## config.mk

```make
export PLATFORM = sky130hd
export DESIGN_NAME = alu_seq
export DESIGN_NICKNAME = d
export VERILOG_FILES = /design/src/rtl/alu_pkg.sv /design/src/rtl/alu_seq_iter.sv /design/src/rtl/alu_seq.sv
export SDC_FILE = /design/constraint.sdc
export NUM_CORES = 1
export LEC_CHECK = 0
export CAP_MARGIN = 20
export CORE_MARGIN = 3
export CORE_UTILIZATION = 32
export CTS_BUF_LIST = sky130_fd_sc_hd__clkbuf_4
export CTS_CLUSTER_DIAMETER = 30
export DETAILED_ROUTE_END_ITERATION = 16
export GPL_TIMING_DRIVEN = 0
export PLACE_DENSITY = 0.57
export SKIP_LAST_GASP = 1
export SYNTH_ARGS = -nofsm -noshare
export SYNTH_HDL_FRONTEND = slang
export SYNTH_SLANG_ARGS = --single-unit
```

## constraint.sdc

```tcl
create_clock -name clk -period 3.3 [get_ports clk]
set_input_delay 0.66 -clock clk [delete_from_list [all_inputs] [get_ports clk]]
set_output_delay 0.66 -clock clk [all_outputs]
set_load 0.1 [all_outputs]
```

## src/rtl/alu_pkg.sv

```systemverilog
// Shared opcodes, flag bit positions, FSM encoding and response payload for alu_seq.
package alu_pkg;

    localparam int unsigned ALU_W  = 8;
    localparam int unsigned OP_W   = 8;
    localparam int unsigned FLAG_W = 7;

    localparam logic [OP_W-1:0] OP_ADD  = 8'h01;
    localparam logic [OP_W-1:0] OP_SUB  = 8'h02;
    localparam logic [OP_W-1:0] OP_MUL  = 8'h03;
    localparam logic [OP_W-1:0] OP_DIV  = 8'h04;
    localparam logic [OP_W-1:0] OP_INC  = 8'h05;
    localparam logic [OP_W-1:0] OP_DEC  = 8'h06;
    localparam logic [OP_W-1:0] OP_MOD  = 8'h07;
    localparam logic [OP_W-1:0] OP_SHL  = 8'h08;
    localparam logic [OP_W-1:0] OP_SHR  = 8'h09;
    localparam logic [OP_W-1:0] OP_AND  = 8'h0A;
    localparam logic [OP_W-1:0] OP_NAND = 8'h0B;
    localparam logic [OP_W-1:0] OP_NOR  = 8'h0D;
    localparam logic [OP_W-1:0] OP_OR   = 8'h0F;
    localparam logic [OP_W-1:0] OP_XNOR = 8'h10;
    localparam logic [OP_W-1:0] OP_XOR  = 8'h11;

    localparam int unsigned F_CARRY = 0;
    localparam int unsigned F_ZERO  = 1;
    localparam int unsigned F_NEG   = 2;
    localparam int unsigned F_OVF   = 3;
    localparam int unsigned F_PAR   = 4;
    localparam int unsigned F_DZ    = 5;
    localparam int unsigned F_INV   = 6;

    typedef enum logic [1:0] {
        ST_IDLE = 2'd0,
        ST_ITER = 2'd1,
        ST_DONE = 2'd2
    } alu_state_e;

    typedef struct packed {
        logic [ALU_W-1:0]  result;
        logic [FLAG_W-1:0] flags;
    } alu_resp_t;

    // Zero, negative and even-parity always derive from the final result.
    function automatic logic [FLAG_W-1:0] make_flags(input logic [ALU_W-1:0] r,
                                                      input logic carry,
                                                      input logic ovf,
                                                      input logic dz,
                                                      input logic inv);
        logic [FLAG_W-1:0] f;
        f          = '0;
        f[F_CARRY] = carry;
        f[F_ZERO]  = (r == '0);
        f[F_NEG]   = r[ALU_W-1];
        f[F_OVF]   = ovf;
        f[F_PAR]   = ~^r;
        f[F_DZ]    = dz;
        f[F_INV]   = inv;
        return f;
    endfunction

endpackage

```

## src/rtl/alu_seq_iter.sv

```systemverilog
// Shared shift-add multiply / restoring divide datapath; one step per cycle, ITER steps total.
// Only instantiated when ALU_SEQ_MULDIV_EN is defined.
module alu_seq_iter
    import alu_pkg::*;
#(
    parameter int unsigned WIDTH = ALU_W,
    parameter int unsigned ITER  = ALU_W
) (
    input  logic               clk,
    input  logic               rst,
    input  logic               start_i,
    input  logic               div_i,
    input  logic [WIDTH-1:0]   a_i,
    input  logic [WIDTH-1:0]   b_i,
    output logic               done_o,
    output logic [2*WIDTH-1:0] acc_o
);

    localparam int unsigned CNT_W = $clog2(ITER + 1);

    logic [2*WIDTH-1:0] acc_q;
    logic [WIDTH-1:0]   op_q;
    logic               div_q;
    logic               run_q;
    logic               done_q;
    logic [CNT_W-1:0]   cnt_q;

    // acc holds {hi, lo}: product halves for MUL, {remainder, quotient} for DIV.
    function automatic logic [2*WIDTH-1:0] step(input logic [2*WIDTH-1:0] acc,
                                                input logic [WIDTH-1:0]   dv,
                                                input logic               div);
        logic [WIDTH:0]   sum;
        logic [WIDTH:0]   trial;
        logic [WIDTH-1:0] rem;
        logic             ge;
        sum   = {1'b0, acc[2*WIDTH-1:WIDTH]} + (acc[0] ? {1'b0, dv} : '0);
        trial = acc[2*WIDTH-1:WIDTH-1];
        ge    = (trial >= {1'b0, dv});
        rem   = ge ? WIDTH'(trial - {1'b0, dv}) : trial[WIDTH-1:0];
        return div ? {rem, acc[WIDTH-2:0], ge} : {sum, acc[WIDTH-1:1]};
    endfunction

    // First step is taken on the start edge so the result is ready ITER-1 cycles later.
    always_ff @(posedge clk) begin
        if (rst) begin
            acc_q  <= '0;
            op_q   <= '0;
            div_q  <= 1'b0;
            run_q  <= 1'b0;
            done_q <= 1'b0;
            cnt_q  <= '0;
        end else begin
            done_q <= 1'b0;
            if (start_i) begin
                acc_q <= step({WIDTH'(0), a_i}, b_i, div_i);
                op_q  <= b_i;
                div_q <= div_i;
                run_q <= 1'b1;
                cnt_q <= CNT_W'(1);
            end else if (run_q) begin
                acc_q <= step(acc_q, op_q, div_q);
                cnt_q <= cnt_q + CNT_W'(1);
                if (cnt_q == CNT_W'(ITER - 1)) begin
                    run_q  <= 1'b0;
                    done_q <= 1'b1;
                end
            end
        end
    end

    assign done_o = done_q;
    assign acc_o  = acc_q;

endmodule

```

## src/rtl/alu_seq.sv

```systemverilog
// Handshaked sequential ALU: single-cycle logic/arith ops, iterative MUL/DIV/MOD.
// Iterative ops are built only when ALU_SEQ_MULDIV_EN is defined; otherwise they decode as invalid.
module alu_seq
    import alu_pkg::*;
#(
    parameter int unsigned WIDTH = ALU_W,
    parameter int unsigned ITER  = ALU_W
) (
    input  logic              clk,
    input  logic              rst,
    input  logic              req_valid,
    output logic              req_ready,
    input  logic [OP_W-1:0]   ALU_sel,
    input  logic [WIDTH-1:0]  operand1,
    input  logic [WIDTH-1:0]  operand2,
    output logic              resp_valid,
    input  logic              resp_ready,
    output logic [WIDTH-1:0]  operation_result,
    output logic [FLAG_W-1:0] Flags
);

    localparam int unsigned MSB = WIDTH - 1;

    if (ITER != WIDTH || WIDTH != ALU_W) begin : g_bad_cfg
        $error("alu_seq: WIDTH and ITER must both be 8");
    end

    alu_state_e     state_q;
    logic           req_ready_q;
    logic           resp_valid_q;
    alu_resp_t      resp_q;

    logic [WIDTH:0]   sum_c;
    logic [WIDTH-1:0] res_c;
    logic             carry_c;
    logic             ovf_c;
    logic             inv_c;
    logic             iter_op_c;
    logic             accept_c;

    assign sum_c    = {1'b0, operand1} + {1'b0, operand2};
    assign accept_c = req_valid && req_ready_q;

    // Single-cycle result and carry/overflow, evaluated on the live request inputs.
    always_comb begin
        res_c   = '0;
        carry_c = 1'b0;
        ovf_c   = 1'b0;
        inv_c   = 1'b0;
        case (ALU_sel)
            OP_ADD: begin
                res_c   = sum_c[WIDTH-1:0];
                carry_c = sum_c[WIDTH];
                ovf_c   = ~(operand1[MSB] ^ operand2[MSB]) & (res_c[MSB] ^ operand1[MSB]);
            end
            OP_SUB: begin
                res_c   = operand1 - operand2;
                carry_c = (operand1 < operand2);
                ovf_c   = (operand1[MSB] ^ operand2[MSB]) & (res_c[MSB] ^ operand1[MSB]);
            end
            OP_INC: begin
                res_c   = operand1 + WIDTH'(1);
                carry_c = &operand1;
                ovf_c   = ~operand1[MSB] & res_c[MSB];
            end
            OP_DEC: begin
                res_c   = operand1 - WIDTH'(1);
                carry_c = (operand1 == '0);
                ovf_c   = operand1[MSB] & ~res_c[MSB];
            end
            OP_SHL: begin
                res_c   = {operand1[WIDTH-2:0], 1'b0};
                carry_c = operand1[MSB];
            end
            OP_SHR: begin
                res_c   = {1'b0, operand1[WIDTH-1:1]};
                carry_c = operand1[0];
            end
            OP_AND:  res_c = operand1 & operand2;
            OP_NAND: res_c = ~(operand1 & operand2);
            OP_NOR:  res_c = ~(operand1 | operand2);
            OP_OR:   res_c = operand1 | operand2;
            OP_XNOR: res_c = ~(operand1 ^ operand2);
            OP_XOR:  res_c = operand1 ^ operand2;
            default: inv_c = 1'b1;
        endcase
    end

`ifdef ALU_SEQ_MULDIV_EN
    logic [OP_W-1:0]    kind_q;
    logic               dz_q;
    logic               it_done;
    logic [2*WIDTH-1:0] it_acc;
    logic [WIDTH-1:0]   it_res_c;
    logic               it_carry_c;
    logic               it_dz_c;

    assign iter_op_c = (ALU_sel == OP_MUL) || (ALU_sel == OP_DIV) || (ALU_sel == OP_MOD);

    alu_seq_iter #(
        .WIDTH (WIDTH),
        .ITER  (ITER)
    ) u_iter (
        .clk     (clk),
        .rst     (rst),
        .start_i (accept_c && iter_op_c),
        .div_i   (ALU_sel != OP_MUL),
        .a_i     (operand1),
        .b_i     (operand2),
        .done_o  (it_done),
        .acc_o   (it_acc)
    );

    // Divide-by-zero falls out of restoring division: quotient all ones, remainder = dividend.
    always_comb begin
        it_res_c   = '0;
        it_carry_c = 1'b0;
        it_dz_c    = 1'b0;
        case (kind_q)
            OP_MUL: begin
                it_res_c   = it_acc[WIDTH-1:0];
                it_carry_c = |it_acc[2*WIDTH-1:WIDTH];
            end
            OP_DIV: begin
                it_res_c = it_acc[WIDTH-1:0];
                it_dz_c  = dz_q;
            end
            default: begin
                it_res_c = it_acc[2*WIDTH-1:WIDTH];
                it_dz_c  = dz_q;
            end
        endcase
    end
`else
    assign iter_op_c = 1'b0;
`endif

    // Control FSM; all handshake and response outputs are registered here.
    always_ff @(posedge clk) begin
        if (rst) begin
            state_q      <= ST_IDLE;
            req_ready_q  <= 1'b1;
            resp_valid_q <= 1'b0;
            resp_q       <= '0;
`ifdef ALU_SEQ_MULDIV_EN
            kind_q       <= '0;
            dz_q         <= 1'b0;
`endif
        end else begin
            case (state_q)
                ST_IDLE: begin
                    if (accept_c) begin
                        req_ready_q <= 1'b0;
                        if (iter_op_c) begin
                            state_q <= ST_ITER;
`ifdef ALU_SEQ_MULDIV_EN
                            kind_q  <= ALU_sel;
                            dz_q    <= (operand2 == '0);
`endif
                        end else begin
                            state_q      <= ST_DONE;
                            resp_valid_q <= 1'b1;
                            resp_q       <= '{result: res_c,
                                              flags:  make_flags(res_c, carry_c, ovf_c, 1'b0, inv_c)};
                        end
                    end
                end
                ST_ITER: begin
`ifdef ALU_SEQ_MULDIV_EN
                    if (it_done) begin
                        state_q      <= ST_DONE;
                        resp_valid_q <= 1'b1;
                        resp_q       <= '{result: it_res_c,
                                          flags:  make_flags(it_res_c, it_carry_c, 1'b0, it_dz_c, 1'b0)};
                    end
`else
                    state_q     <= ST_IDLE;
                    req_ready_q <= 1'b1;
`endif
                end
                ST_DONE: begin
                    if (resp_ready) begin
                        state_q      <= ST_IDLE;
                        resp_valid_q <= 1'b0;
                        req_ready_q  <= 1'b1;
                    end
                end
                default: begin
                    state_q     <= ST_IDLE;
                    req_ready_q <= 1'b1;
                end
            endcase
        end
    end

    assign req_ready        = req_ready_q;
    assign resp_valid       = resp_valid_q;
    assign operation_result = resp_q.result;
    assign Flags            = resp_q.flags;

endmodule

```

# ---- Word level (Yosys, flattened, before mapping)
# Index checks and enable logic that the tools add are counted.
dict set report classes {
  addsub 4
  n_lt_le_gt_ge 1
  n_eq_ne 15
  mux 13
  bitwise_logic 16
  n_reduce_logical 11
}
# cell count
set op_table {}
lappend op_table {{case mux 8 bit (12 select lines)} 1}
lappend op_table {{== test 8 x 4 -> 1 bit, second input constant} 6}
lappend op_table {{NOT 8 bit} 3}
lappend op_table {{== test 8 x 3 -> 1 bit, second input constant} 2}
lappend op_table {{== test 8 x 5 -> 1 bit, second input constant} 2}
lappend op_table {{zero test 8 bit} 2}
lappend op_table {{OR reduction 12 bit} 1}
lappend op_table {{adder 8 x 8 -> 9 bit} 1}
lappend op_table {{adder 8 x 1 -> 8 bit, second input constant} 1}
lappend op_table {{AND 8 bit} 1}
lappend op_table {{== test 8 x 1 -> 1 bit, second input constant} 1}
lappend op_table {{== test 8 x 2 -> 1 bit, second input constant} 1}
lappend op_table {{less-than comparator 8 bit} 1}
lappend op_table {{bitwise OR 8 bit} 1}
lappend op_table {{AND reduction 8 bit} 1}
lappend op_table {{XNOR reduction 8 bit} 1}
lappend op_table {{subtractor 8 x 1 -> 8 bit, second input constant} 1}
lappend op_table {{subtractor 8 bit} 1}
lappend op_table {{XOR 8 bit} 1}
lappend op_table {{case mux 1 bit (6 select lines)} 1}
lappend op_table {{2-to-1 mux 1 bit} 5}
lappend op_table {{AND 1 bit} 4}
lappend op_table {{2-to-1 mux 2 bit} 2}
lappend op_table {{inequality test 2 bit, second input constant} 2}
lappend op_table {{other kinds (11)} 17}
dict set report word_totals {
  register_bits 18
  wordCells 65
}

# ---- Longest topological paths before layout
# Gate-level depths: netlist of run 1.
dict set report logic_depth {
  depth_word 4
  depth_mapped 14
  depth_no_buf 13
}

# ---- Worst setup path after synthesis of run 1
# OpenSTA, ideal clock, no wires.
dict set report synth_path {
  kind {input port to flip-flop}
  start {in operand1[4]}
  end {reg resp_q (netlist bit Flags[4])}
  setup_time_ps 72
  arrival_time_ps 3329
  required_ps 3228
  setup_slack_ps -101
  path_stages 13
  path_buffers 2
  path_cell_list {clkbuf_1 -> inv_1 -> ha_1 -> clkbuf_1 -> or3_1 -> o221a_2 -> xnor2_1 -> o311a_1 -> ha_1 -> xnor2_1 -> xnor2_1 -> nand2_1 -> a21oi_1}
}
dict set report synth_via {
  elab_chain_len 4
  word_cells_on_any_way 12
  cone_classes {4 x add/sub; 1 x mux; 6 x bitwise; 1 x reduce/logical}
}
# element line_no
set synth_lines {}
lappend synth_lines {{start: declaration} alu_seq.sv:14} ;# input logic [WIDTH-1:0] operand1,
lappend synth_lines {{parallel branches: the longest is 2 deep, another holds subtractor 8 x 1 -> 8 bit} -}
lappend synth_lines {{case mux 8 bit (12 select lines) *} alu_seq.sv:50} ;# case (ALU_sel)
lappend synth_lines {{XNOR reduction 8 bit *} alu_pkg.sv:55} ;# f[F_PAR] = ~^r;
lappend synth_lines {{end signal: assignment} alu_seq.sv:163} ;# resp_q <= '{result: res_c,
lappend synth_lines {{end: declaration} alu_seq.sv:31} ;# alu_resp_t resp_q;
# Every way passes the cells marked *.
# A chain may end at the register's enable or synchronous reset.

# ---- Worst setup path in the final report of run 1
dict set report layout_path {
  start {in ALU_sel[5]}
  end {reg resp_q (netlist bit Flags[4])}
}
dict set report layout_via {
  elab_chain_len 3
  word_cells_on_any_way 14
  cone_classes {12 x eq/ne; 1 x mux; 1 x reduce/logical}
}
# element line_no
set layout_lines {}
lappend layout_lines {{start: declaration} alu_seq.sv:13} ;# input logic [OP_W-1:0] ALU_sel,
lappend layout_lines {{== test 8 x 5 -> 1 bit, or another cell as far along} alu_seq.sv:50}
lappend layout_lines {{case mux 8 bit (12 select lines) *} alu_seq.sv:50}
lappend layout_lines {{XNOR reduction 8 bit *} alu_pkg.sv:55}
# Every way passes the cells marked *; elsewhere a longest branch is shown, timed or not.

==> flow_metrics.env, run 1 <==
export IMPL_status="completed"
export IMPL_hold_violations=0
export IMPL_viasPerCell=6.06
export IMPL_track_usage_pct=21.4
export IMPL_drtIter0Drc=352
export IMPL_grt_pass1_vias=3254
export IMPL_vias=3437
export IMPL_syn_inst=383
export IMPL_gr_total_overflow=0
export IMPL_numCtsBuffers=3
export IMPL_tightest_slew_ns=0.978
export IMPL_drt_wirelength_per_cell_um=19.3
export IMPL_placed_cell_area_um2=3330
export IMPL_timing_final_crit_share_pct=98.2
export IMPL_synth_edf_count=0
export IMPL_finalSetupTns_ns=0
export IMPL_setup_viol=0
export IMPL_routabilityCongestion=0.962
export IMPL_start_kind="primary input"
export IMPL_instances_no_fill=567
export IMPL_cts_buffer_depth=2
export IMPL_synth_seq_cells=15
export IMPL_yosysTopAreaCellShare_pct=15.2
export IMPL_synthesis_area_um2=2790
export IMPL_ir_drop_v=0.000110
export IMPL_start_util_pct=33.5
export IMPL_fin_crit_ns=3.24
export IMPL_yosysSeqAreaShare_pct=10.8
export IMPL_ant_nets=0
export IMPL_final_layout_size_suffix_gt1_share_pct=28.6
export IMPL_h_tree_depth=1
export IMPL_fp_dieW_um=99.4
export IMPL_cts_sinks=15
export IMPL_finalMaxSlewViolations=0
export IMPL_grt_pass1_wl_mm=17.1
export IMPL_ys_flop_type="dfxtp_1"
export IMPL_crit_slowest_cell="or4_4"
export IMPL_synth_warnings=0
export IMPL_grt_max_degree=12
export IMPL_post_dp_hpwl_mm=8.00
export IMPL_drt_wl_total_mm=11.0
export IMPL_diodes=0
export IMPL_cts_root_buf="clkbuf_4"
export IMPL_fin_skew_ns=0.00211
export IMPL_stdcell_area_um2=4090
export IMPL_io_buffers=41
export IMPL_num_nets_final=527
export IMPL_core_um2=8340
export IMPL_syn_nets=447
export IMPL_power_density_nw_per_um2=239
export IMPL_cp_top_family="simple AND/OR/NAND/NOR gates"
export IMPL_area_growth_synth_to_final_pct=46.5
export IMPL_antenna_found_initial=0
export IMPL_path_cells="dlygate4sd2_1 > or4_4 > buf_6 > or2_4 > buf_8 > o221a_1 > nor3_2 > nor4_4 > ha_1 > xnor2_2 > xnor2_1 > nand2_1 > a21oi_1"
export IMPL_die_y_um=99.4
export IMPL_hp_class="flip-flop to flip-flop"
export IMPL_clk_latency_ns=0.28
export IMPL_drt_pass1_iter_count=5
export IMPL_p_leak_uw=0.00156
export IMPL_clkTransAtPathRegs_ns=0.09
export IMPL_fillers=833
export IMPL_rows=33
export IMPL_dp_cells=529
export IMPL_crit_path_max_fanout=10
export IMPL_arrival_ns=3.45
export IMPL_end_kind="flip-flop"
export IMPL_maxCapViolCount=0
export IMPL_slowest_delay_ns=0.49
export IMPL_worstPathRequired_ns=3.51
export IMPL_synth_distinct_cells=66
export IMPL_critPathKind="primary input to flip-flop"
export IMPL_drcViolationCount=0
export IMPL_die_area_um2=9880
export IMPL_fmax_mhz=309
export IMPL_crit_buf_inv=3
export IMPL_cts_tree="yes"
export IMPL_synth_area_leaders="ha_1 (15%), dfxtp_1 (11%), xnor2_1 (7.8%), nor2_1 (4.2%), a211oi_1 (3.8%)"
export IMPL_syn_area_per_cell_um2=7.29
export IMPL_synth_top_area_cell="ha_1"
export IMPL_synthArstFlopShare_pct=0
export IMPL_slew_headroom_pct=34.6
export IMPL_io_pins=45
[state kept, by name, indices dropped and copies added (netlist names)]
register	flops
Flags	6
operation_result	7
req_ready	1
resp_valid	1
[placed cells by master, fill, tap and decap left out, types with 4 or more instances in the layout]
master / n
nor3b_1: 4
a32oi_1: 4
o21ai_0: 9
clkbuf_8: 5
ha_1: 25
buf_4: 38
nor2_1: 29
clkdlybuf4s50_1: 26
inv_1: 23
a21oi_1: 20
nor2b_1: 7
nor3_2: 6
clkbuf_4: 7
clkbuf_2: 6
xnor2_1: 22
dlymetal6s2s_1: 4
a211oi_2: 6
xor2_1: 4
ha_4: 9
or3_1: 5
dlygate4sd2_1: 4
buf_2: 5
a211oi_1: 10
nand2b_1: 6
nand4_1: 6
dfxtp_1: 15
a22oi_1: 7
clkbuf_1: 10
nand3_1: 9
buf_6: 5
nor3_1: 10
nand2_1: 20
a31oi_1: 6
[worst register-to-register path, stage by stage (launching register included)]
cell	delay, ns
dfxtp_1	0.38
nand2_1	0.09
nor2_1	0.13
clkbuf_1	0.37
clkbuf_1	0.47
nand2_1	0.12
a21oi_1	0.17
[cell families after synthesis]
| logic type | count (synthesis) | share of synthesized area (%) |
|---|---|---|
| AND/OR/NAND/NOR | 131 | 24.5 |
| AO/OA/AOI/OAI | 107 | 28.4 |
| buffers and inverters | 61 | 9.24 |
| adder cells (fa/ha/maj) | 36 | 16.7 |
| XOR/XNOR | 29 | 9.10 |
| flip-flops | 15 | 10.8 |
| multiplexers | 3 | 1.12 |
| other | 1 | 0.134 |
[synthesized netlist by cell type (2+ instances only)]
library cell	count
a2111oi_0	2
a211o_1	2
a211oi_1	14
a211oi_2	3
a21oi_1	21
a221oi_1	5
a22oi_1	7
a311oi_1	3
a31oi_1	6
a32oi_1	4
buf_2	10
buf_4	2
clkbuf_1	19
dfxtp_1	15
fa_1	2
ha_1	34
inv_1	28
mux2i_1	2
nand2_1	22
nand2b_1	7
nand3_1	9
nand3b_1	2
nand4_1	6
nor2_1	31
nor2b_1	8
nor3_1	15
nor3b_1	5
nor4_1	8
o211ai_1	3
o21ai_0	11
o221a_1	2
o22ai_1	3
o32ai_1	4
or2_1	2
or3_1	5
or4_1	4
xnor2_1	25
xor2_1	4
[per-stage QoR]
| stage | total power [uW] | worst slack (ns) | util (%) | hold WS (ns) |
|---|---|---|---|---|
| 3_5_place_dp | 739 | -1.45 | 40.0 | 0.446 |
| 3_3_place_gp | 734 | -1.48 | 40.0 | 0.447 |
| 4_1_cts | 921 | 0.0106 | 45.7 | 0.459 |
| 6_report | 976 | 0.0604 | 49.0 | 0.494 |
| 5_1_grt | 1030 | -0.0674 | 49.0 | 0.517 |
| 2_1_floorplan | 588 | 0.0242 | - | 0.732 |
[power by group]
| group | switching (uW) | leakage [uW] | internal (uW) |
|---|---|---|---|
| sequential | 9.35 | 0.000123 | 196 |
| clock | 60.0 | 0.0000184 | 55.2 |
| combinational | 404 | 0.00142 | 251 |
| total | 473 | 0.00156 | 502 |
[cell type report]
cell class              instances  area (um^2)  share of cell area (%)
plain buffers                  32          244                    5.97
clock buffers                   4         30.0                   0.735
repair buffers                 76          652                    16.0
flip-flops and latches         15          300                    7.35
inverters                      28          113                    2.76
well taps                     105          131                    3.21
multi-input cells             307         2620                    64.0
[layer usage]
metal | wire length (um) | vias up | share of wire (%) | GRT usage, %
met4 | 424 | 0 | 3.9 | 7.25
met2 | 5040 | 171 | 46 | 34.7
met5 | 0 | - | 0 | 0
met1 | 4730 | 1662 | 43 | 29.6
li1 | - | 1565 | - | -
met3 | 777 | 39 | 7.1 | 2.24
[final timing paths]
check	endpoint	cells after the start	slack (ns)	start
worst min-delay path	Flags[4]	2	0.49	Flags[4]
worst max-delay path	Flags[4]	13	0.06	ALU_sel[5]
worst max register to register	Flags[4]	6	1.51	req_ready
worst min register to register	Flags[4]	2	0.49	Flags[4]
[repair_timing]
action / 4_1_cts / 5_1_grt
hold buffers: 0 / 0
resized for setup: 83 / 59
pin swaps: 20 / 30
setup endpoints to repair: 9 / 1
buffers inserted: 22 / 13
Note: power is estimated with default switching activity, not from simulation.
==> inputs of run 2 (changes only) <==
--- a/config.mk
+++ b/config.mk
@@ -5,8 +5,8 @@
 export SDC_FILE = /design/constraint.sdc
 export NUM_CORES = 1
 export LEC_CHECK = 0
-export CAP_MARGIN = 20
-export CORE_MARGIN = 3
+export CAP_MARGIN = 10
+export CORE_MARGIN = 1
 export CORE_UTILIZATION = 32
 export CTS_BUF_LIST = sky130_fd_sc_hd__clkbuf_4
 export CTS_CLUSTER_DIAMETER = 30
==> flow_metrics.env, run 2 (synthesis gave the netlist of run 1 again) <==
export IMPL_critPathKind="primary input to flip-flop"
export IMPL_worstPathRequired_ns=3.52
export IMPL_drt_pass1_iter_count=5
export IMPL_slowest_delay_ns=0.48
export IMPL_ir_drop_v=0.0000941
export IMPL_grt_pass1_vias=3155
export IMPL_start_kind="primary input"
export IMPL_status="completed"
export IMPL_post_dp_hpwl_mm=7.85
export IMPL_num_nets_final=519
export IMPL_grt_pass1_wl_mm=16.7
export IMPL_p_leak_uw=0.00155
export IMPL_dp_cells=529
export IMPL_final_common_cell="buf_4"
export IMPL_drt_wirelength_per_cell_um=19.3
export IMPL_die_area_um2=9100
export IMPL_io_pins=45
export IMPL_setup_viol=0
export IMPL_grt_max_degree=12
export IMPL_power_density_nw_per_um2=238
export IMPL_tightest_slew_ns=0.975
export IMPL_antenna_found_initial=0
export IMPL_rows=33
export IMPL_start_util_pct=33.5
export IMPL_end_kind="flip-flop"
export IMPL_cts_root_buf="clkbuf_4"
export IMPL_hp_class="flip-flop to flip-flop"
export IMPL_diodes=0
export IMPL_drt_wl_total_mm=10.8
export IMPL_maxCapViolCount=0
export IMPL_core_um2=8340
export IMPL_crit_slowest_cell="clkdlybuf4s50_1"
export IMPL_area_growth_synth_to_final_pct=44.8
export IMPL_fmax_mhz=316
export IMPL_fin_skew_ns=0.00325
export IMPL_clkTransAtPathRegs_ns=0.09
export IMPL_arrival_ns=3.39
export IMPL_die_y_um=95.4
export IMPL_fin_crit_ns=3.16
export IMPL_instances_no_fill=559
export IMPL_clk_latency_ns=0.28
export IMPL_largest_reg_flops=7
export IMPL_vias=3377
export IMPL_cp_top_family="compound AO/OA/AOI/OAI gates"
export IMPL_min_to="Flags[4]"
export IMPL_final_layout_size_suffix_gt1_share_pct=28.4
export IMPL_drtIter0Drc=379
export IMPL_cts_sinks=15
export IMPL_timing_final_crit_share_pct=95.8
export IMPL_holdBufCountCts=0
export IMPL_r2r_start="req_ready"
export IMPL_numCtsBuffers=3
export IMPL_fp_dieW_um=95.4
export IMPL_final_cell_mix="buf_4 (31), nor2_1 (29), ha_1 (24), clkdlybuf4s50_1 (24), xnor2_1 (23)"
export IMPL_cts_tree="yes"
export IMPL_cts_buffer_depth=2
export IMPL_min_path_cells=2
export IMPL_rrSetupSlack_ns=1.54
export IMPL_drcViolationCount=0
export IMPL_slew_headroom_pct=34.8
export IMPL_ant_nets=0
export IMPL_gr_total_overflow=0
export IMPL_reg2regPathDepth=6
export IMPL_finalSetupTns_ns=0
export IMPL_rsz0062_at_grt="false"
export IMPL_hold_violations=0
export IMPL_final_util_pct=48.4
export IMPL_h_tree_depth=1
export IMPL_crit_path_max_fanout=2
export IMPL_hp_start="Flags[4]"
export IMPL_io_buffers=41
export IMPL_finalMaxSlewViolations=0
export IMPL_path_cells="clkdlybuf4s50_1 > inv_1 > ha_4 > or3_1 > o221a_2 > xnor2_1 > o311a_1 > ha_4 > xnor2_2 > xnor2_1 > nand2_1 > a21oi_2"
export IMPL_reg2reg_to="Flags[4]"
export IMPL_whs_ns=0.476
export IMPL_routabilityCongestion=0.945
export IMPL_p_total_uw=962
export IMPL_crit_buf_inv=2
export IMPL_track_usage_pct=24.1
export IMPL_viasPerCell=6.04
-- run 2: timing repair --
action                                  in CTS  in global routing
buffers inserted                            18                 10
pin swaps                                   16                 28
gates resized for setup                     84                 69
endpoints found under the setup margin       7                  1
-- run 2: worst max-delay path by stage --
stage / end / start / slack, ns / depth (start not counted)
floorplan: Flags[4] / operand1[4] / 0.02 / 13
global placement: Flags[4] / operand1[1] / -1.59 / 13
detailed placement: Flags[4] / operand1[1] / -1.58 / 13
CTS: Flags[4] / operand1[6] / 0.001 / 14
global route: Flags[4] / operand2[3] / 0.009 / 13
finish: Flags[4] / operand2[3] / 0.14 / 12
-- run 2: routing by layer --
| metal | routed length [um] | vias up | share of wire (%) | GRT usage (%) |
|---|---|---|---|---|
| met5 | 0 | - | 0 | 0 |
| met1 | 4760 | 1591 | 44 | 33.6 |
| met3 | 870 | 43 | 8.1 | 3.59 |
| met4 | 506 | 0 | 4.7 | 9.08 |
| met2 | 4640 | 191 | 43 | 37.2 |
| li1 | - | 1552 | - | - |
-- run 2: layout make-up --
cell class	instances	area, um^2
Fill cell	822	4300
Multi-Input combinational cell	307	2620
Timing Repair Buffer	69	601
Sequential cell	15	300
Buffer	31	249
Tap cell	105	131
Inverter	28	114
Clock buffer	4	30.0
-- run 2: worst reg2reg max path, cell delays in order, from the launching register on --
cell	delay, ns
dfxtp_1	0.37
nand2_1	0.07
nor2_1	0.13
clkbuf_1	0.39
clkbuf_1	0.47
nand2_1	0.13
a21oi_2	0.13
-- run 2: metrics by stage --
step	setup WS (ns)	instance area [um^2]
6_report	0.138	4040
4_1_cts	0.00114	3780
5_1_grt	0.00905	4040
3_3_place_gp	-1.59	3330
2_1_floorplan	0.0242	2790
3_5_place_dp	-1.58	3330
-- run 2: power breakdown --
part           internal (uW)  switching [uW]  total, uW
Clock                   55.2            58.9        114
Combinational            244             399        643
Sequential               196            9.10        205
Total                    495             467        962
==> inputs of run 3 (changes only) <==
--- a/config.mk
+++ b/config.mk
@@ -5,6 +5,7 @@
 export SDC_FILE = /design/constraint.sdc
 export NUM_CORES = 1
 export LEC_CHECK = 0
+export ABC_AREA = 1
 export CAP_MARGIN = 10
 export CORE_MARGIN = 1
 export CORE_UTILIZATION = 32
==> flow_metrics.env, run 3 <==
export IMPL_grt_pass1_vias=3161
export IMPL_io_buffers=42
export IMPL_vias=3505
export IMPL_synth_simple_gate_area_share_pct=46.6
export IMPL_drtIter0Drc=297
export IMPL_final_common_cell="nand2_1"
export IMPL_setup_viol=0
export IMPL_synth_xor_area_share_pct=3.01
export IMPL_hp_start="req_ready"
export IMPL_gr_total_overflow=0
export IMPL_cts_buffer_depth=2
export IMPL_synth_compound_area_share_pct=11.7
export IMPL_drt_wl_total_mm=9.49
export IMPL_cts_tree="yes"
export IMPL_antenna_found_initial=0
export IMPL_grt_pass1_wl_mm=15.3
export IMPL_p_total_uw=839
export IMPL_synth_distinct_cells=33
export IMPL_synth_edf_count=0
export IMPL_clkTransAtPathRegs_ns=0.09
export IMPL_min_to="req_ready"
export IMPL_worstPathRequired_ns=3.48
export IMPL_cts_sinks=15
export IMPL_synthAdderAreaFrac_pct=16.0
export IMPL_maxCapViolCount=0
export IMPL_h_tree_depth=1
export IMPL_ant_nets=0
export IMPL_syn_area_per_cell_um2=5.56
export IMPL_tightest_slew_ns=0.977
export IMPL_drt_wirelength_per_cell_um=14.0
export IMPL_status="completed"
export IMPL_synthMuxAreaShare_pct=0
export IMPL_final_cell_mix="nand2_1 (137), inv_1 (66), nor2_1 (63)"
export IMPL_viasPerCell=5.17
export IMPL_finalSetupTns_ns=0
export IMPL_drcViolationCount=0
export IMPL_start_kind="primary input"
export IMPL_numCtsBuffers=3
export IMPL_track_usage_pct=19.7
export IMPL_netlist_top_cells_count="nand2_1 (138), nor2_1 (70), inv_1 (67)"
export IMPL_min_path_cells=2
export IMPL_diodes=0
export IMPL_synthesis_area_um2=2910
export IMPL_hold_violations=0
export IMPL_reg2regPathDepth=6
export IMPL_rows=34
export IMPL_io_pins=45
export IMPL_start_util_pct=33.2
export IMPL_end_kind="flip-flop"
export IMPL_largest_reg_flops=7
export IMPL_fp_dieW_um=97.4
export IMPL_yosysSeqAreaShare_pct=10.3
export IMPL_p_leak_uw=0.00181
export IMPL_grt_max_degree=11
export IMPL_r2r_start="req_ready"
export IMPL_synth_warnings=0
export IMPL_routabilityCongestion=0.872
export IMPL_clk_latency_ns=0.28
export IMPL_fillers=969
export IMPL_syn_nets=587
export IMPL_fmax_mhz=314
export IMPL_reg2reg_to="operation_result[0]"
export IMPL_critPathKind="primary input to flip-flop"
export IMPL_hp_class="flip-flop to flip-flop"
export IMPL_synth_top_family_by_area="simple AND/OR/NAND/NOR gates"
export IMPL_final_layout_size_suffix_gt1_share_pct=8.25
export IMPL_fin_skew_ns=0.000864
export IMPL_core_um2=8760
export IMPL_synth_seq_cells=15
export IMPL_num_nets_final=635
export IMPL_finalMaxSlewViolations=0
export IMPL_whs_ns=0.471
export IMPL_yosysTopAreaCellShare_pct=17.8
export IMPL_post_dp_hpwl_mm=7.80
export IMPL_synth_area_leaders="nand2_1 (18%), ha_1 (15%), nand3_1 (11%), dfxtp_1 (10%), nor2_1 (9.0%)"
export IMPL_rrSetupSlack_ns=1.86
export IMPL_synthArstFlopShare_pct=0
export IMPL_synth_top_area_cell="nand2_1"
export IMPL_cts_root_buf="clkbuf_4"
export IMPL_ys_flop_type="dfxtp_1"
export IMPL_fin_crit_ns=3.19
export IMPL_arrival_ns=3.37
export IMPL_timing_final_crit_share_pct=96.5
export IMPL_slew_headroom_pct=34.7
export IMPL_drt_pass1_iter_count=5
export IMPL_die_y_um=97.4
export IMPL_syn_inst=523
export IMPL_die_area_um2=9480
export IMPL_crit_path_max_fanout=10
export IMPL_power_density_nw_per_um2=236
export IMPL_ir_drop_v=0.000149
export IMPL_synth_most_common_cell="nand2_1"
export IMPL_area_growth_synth_to_final_pct=22.4
run 3: cell count changes after synthesis, moves of 8 or more:
cell	before	now
nand3_1	9	63
inv_1	28	67
nor3_1	15	6
o21ai_0	11	37
xnor2_1	25	2
nor2b_1	8	0
nand4_1	6	14
a211oi_1	14	0
nand2_1	22	138
clkbuf_1	19	2
nor2_1	31	70
run 3: per-stage QoR:
stage                     cells  util, %  instance area [um^2]  worst slack, ns
final                       678     40.6                  3560            0.114
after global routing        678     40.6                  3560          -0.0171
after CTS                   678     40.4                  3540          0.00553
after detailed placement    673     39.5                  3470           -0.611
after global placement      673     39.5                  3470           -0.601
after floorplan             523        -                  2910            0.359
run 3: what timing repair did:
| item | in CTS | in global routing |
|---|---|---|
| gates resized for setup | 21 | 23 |
| pin swaps | 1 | 2 |
| buffers inserted | 1 | 0 |
| hold buffers | 0 | 0 |
| endpoints found under the setup margin | 1 | 1 |
run 3: power breakdown:
group	leakage [uW]	internal (uW)	switching (uW)	total [uW]
logic	0.00167	162	358	520
registers	0.000124	198	8.99	207
clock network	0.0000184	55.2	57.2	112
run 3: worst max path at each step:
stage                start       end  slack, ns  cells past startpoint
3_3_place_gp   operand1[0]  Flags[4]      -0.60                     15
2_1_floorplan  operand1[2]  Flags[4]       0.36                     16
5_1_grt        operand2[0]  Flags[4]      -0.02                     16
6_report       operand1[0]  Flags[4]       0.11                     15
4_1_cts        operand1[4]  Flags[4]      0.006                     18
3_5_place_dp   operand1[0]  Flags[4]      -0.61                     15
run 3: cell type report:
cell class | count | area, um^2 | share of cell area [%]
buffer | 14 | 114 | 3.20
clock buffer | 4 | 30.0 | 0.843
inverter | 72 | 273 | 7.66
multi-input combinational | 422 | 2300 | 64.5
sequential | 15 | 300 | 8.43
tap | 108 | 135 | 3.79
timing repair buffer | 43 | 413 | 11.6
run 3: kinds of logic after synthesis:
family                     after synthesis
and+or+nand+nor                        310
buffers and inverters                   86
AOI/OAI and AO/OA                       65
adders and majority gates               36
DFF                                     15
xor gates and xnor gates                10
other                                    1
run 3: metal layers:
layer,global-route usage (%),vias to the layer above,part of all wire [%]
met5,0,-,0
met4,6.11,0,2.8
met3,2.45,20,5.2
met2,32.9,122,46
met1,26.4,1577,46
li1,-,1786,-
run 3: critical path, stage by stage:
cell and delay (ns):
dlygate4sd2_1 0.36, inv_4 0.17, ha_1 0.17, inv_1 0.07, fa_1 0.45, xor2_1 0.17
o21ai_0 0.25, nor2_1 0.08, nand3_1 0.15, inv_1 0.07, ha_1 0.30, xnor2_1 0.14
xor2_1 0.16, o21ai_1 0.12, inv_1 0.05
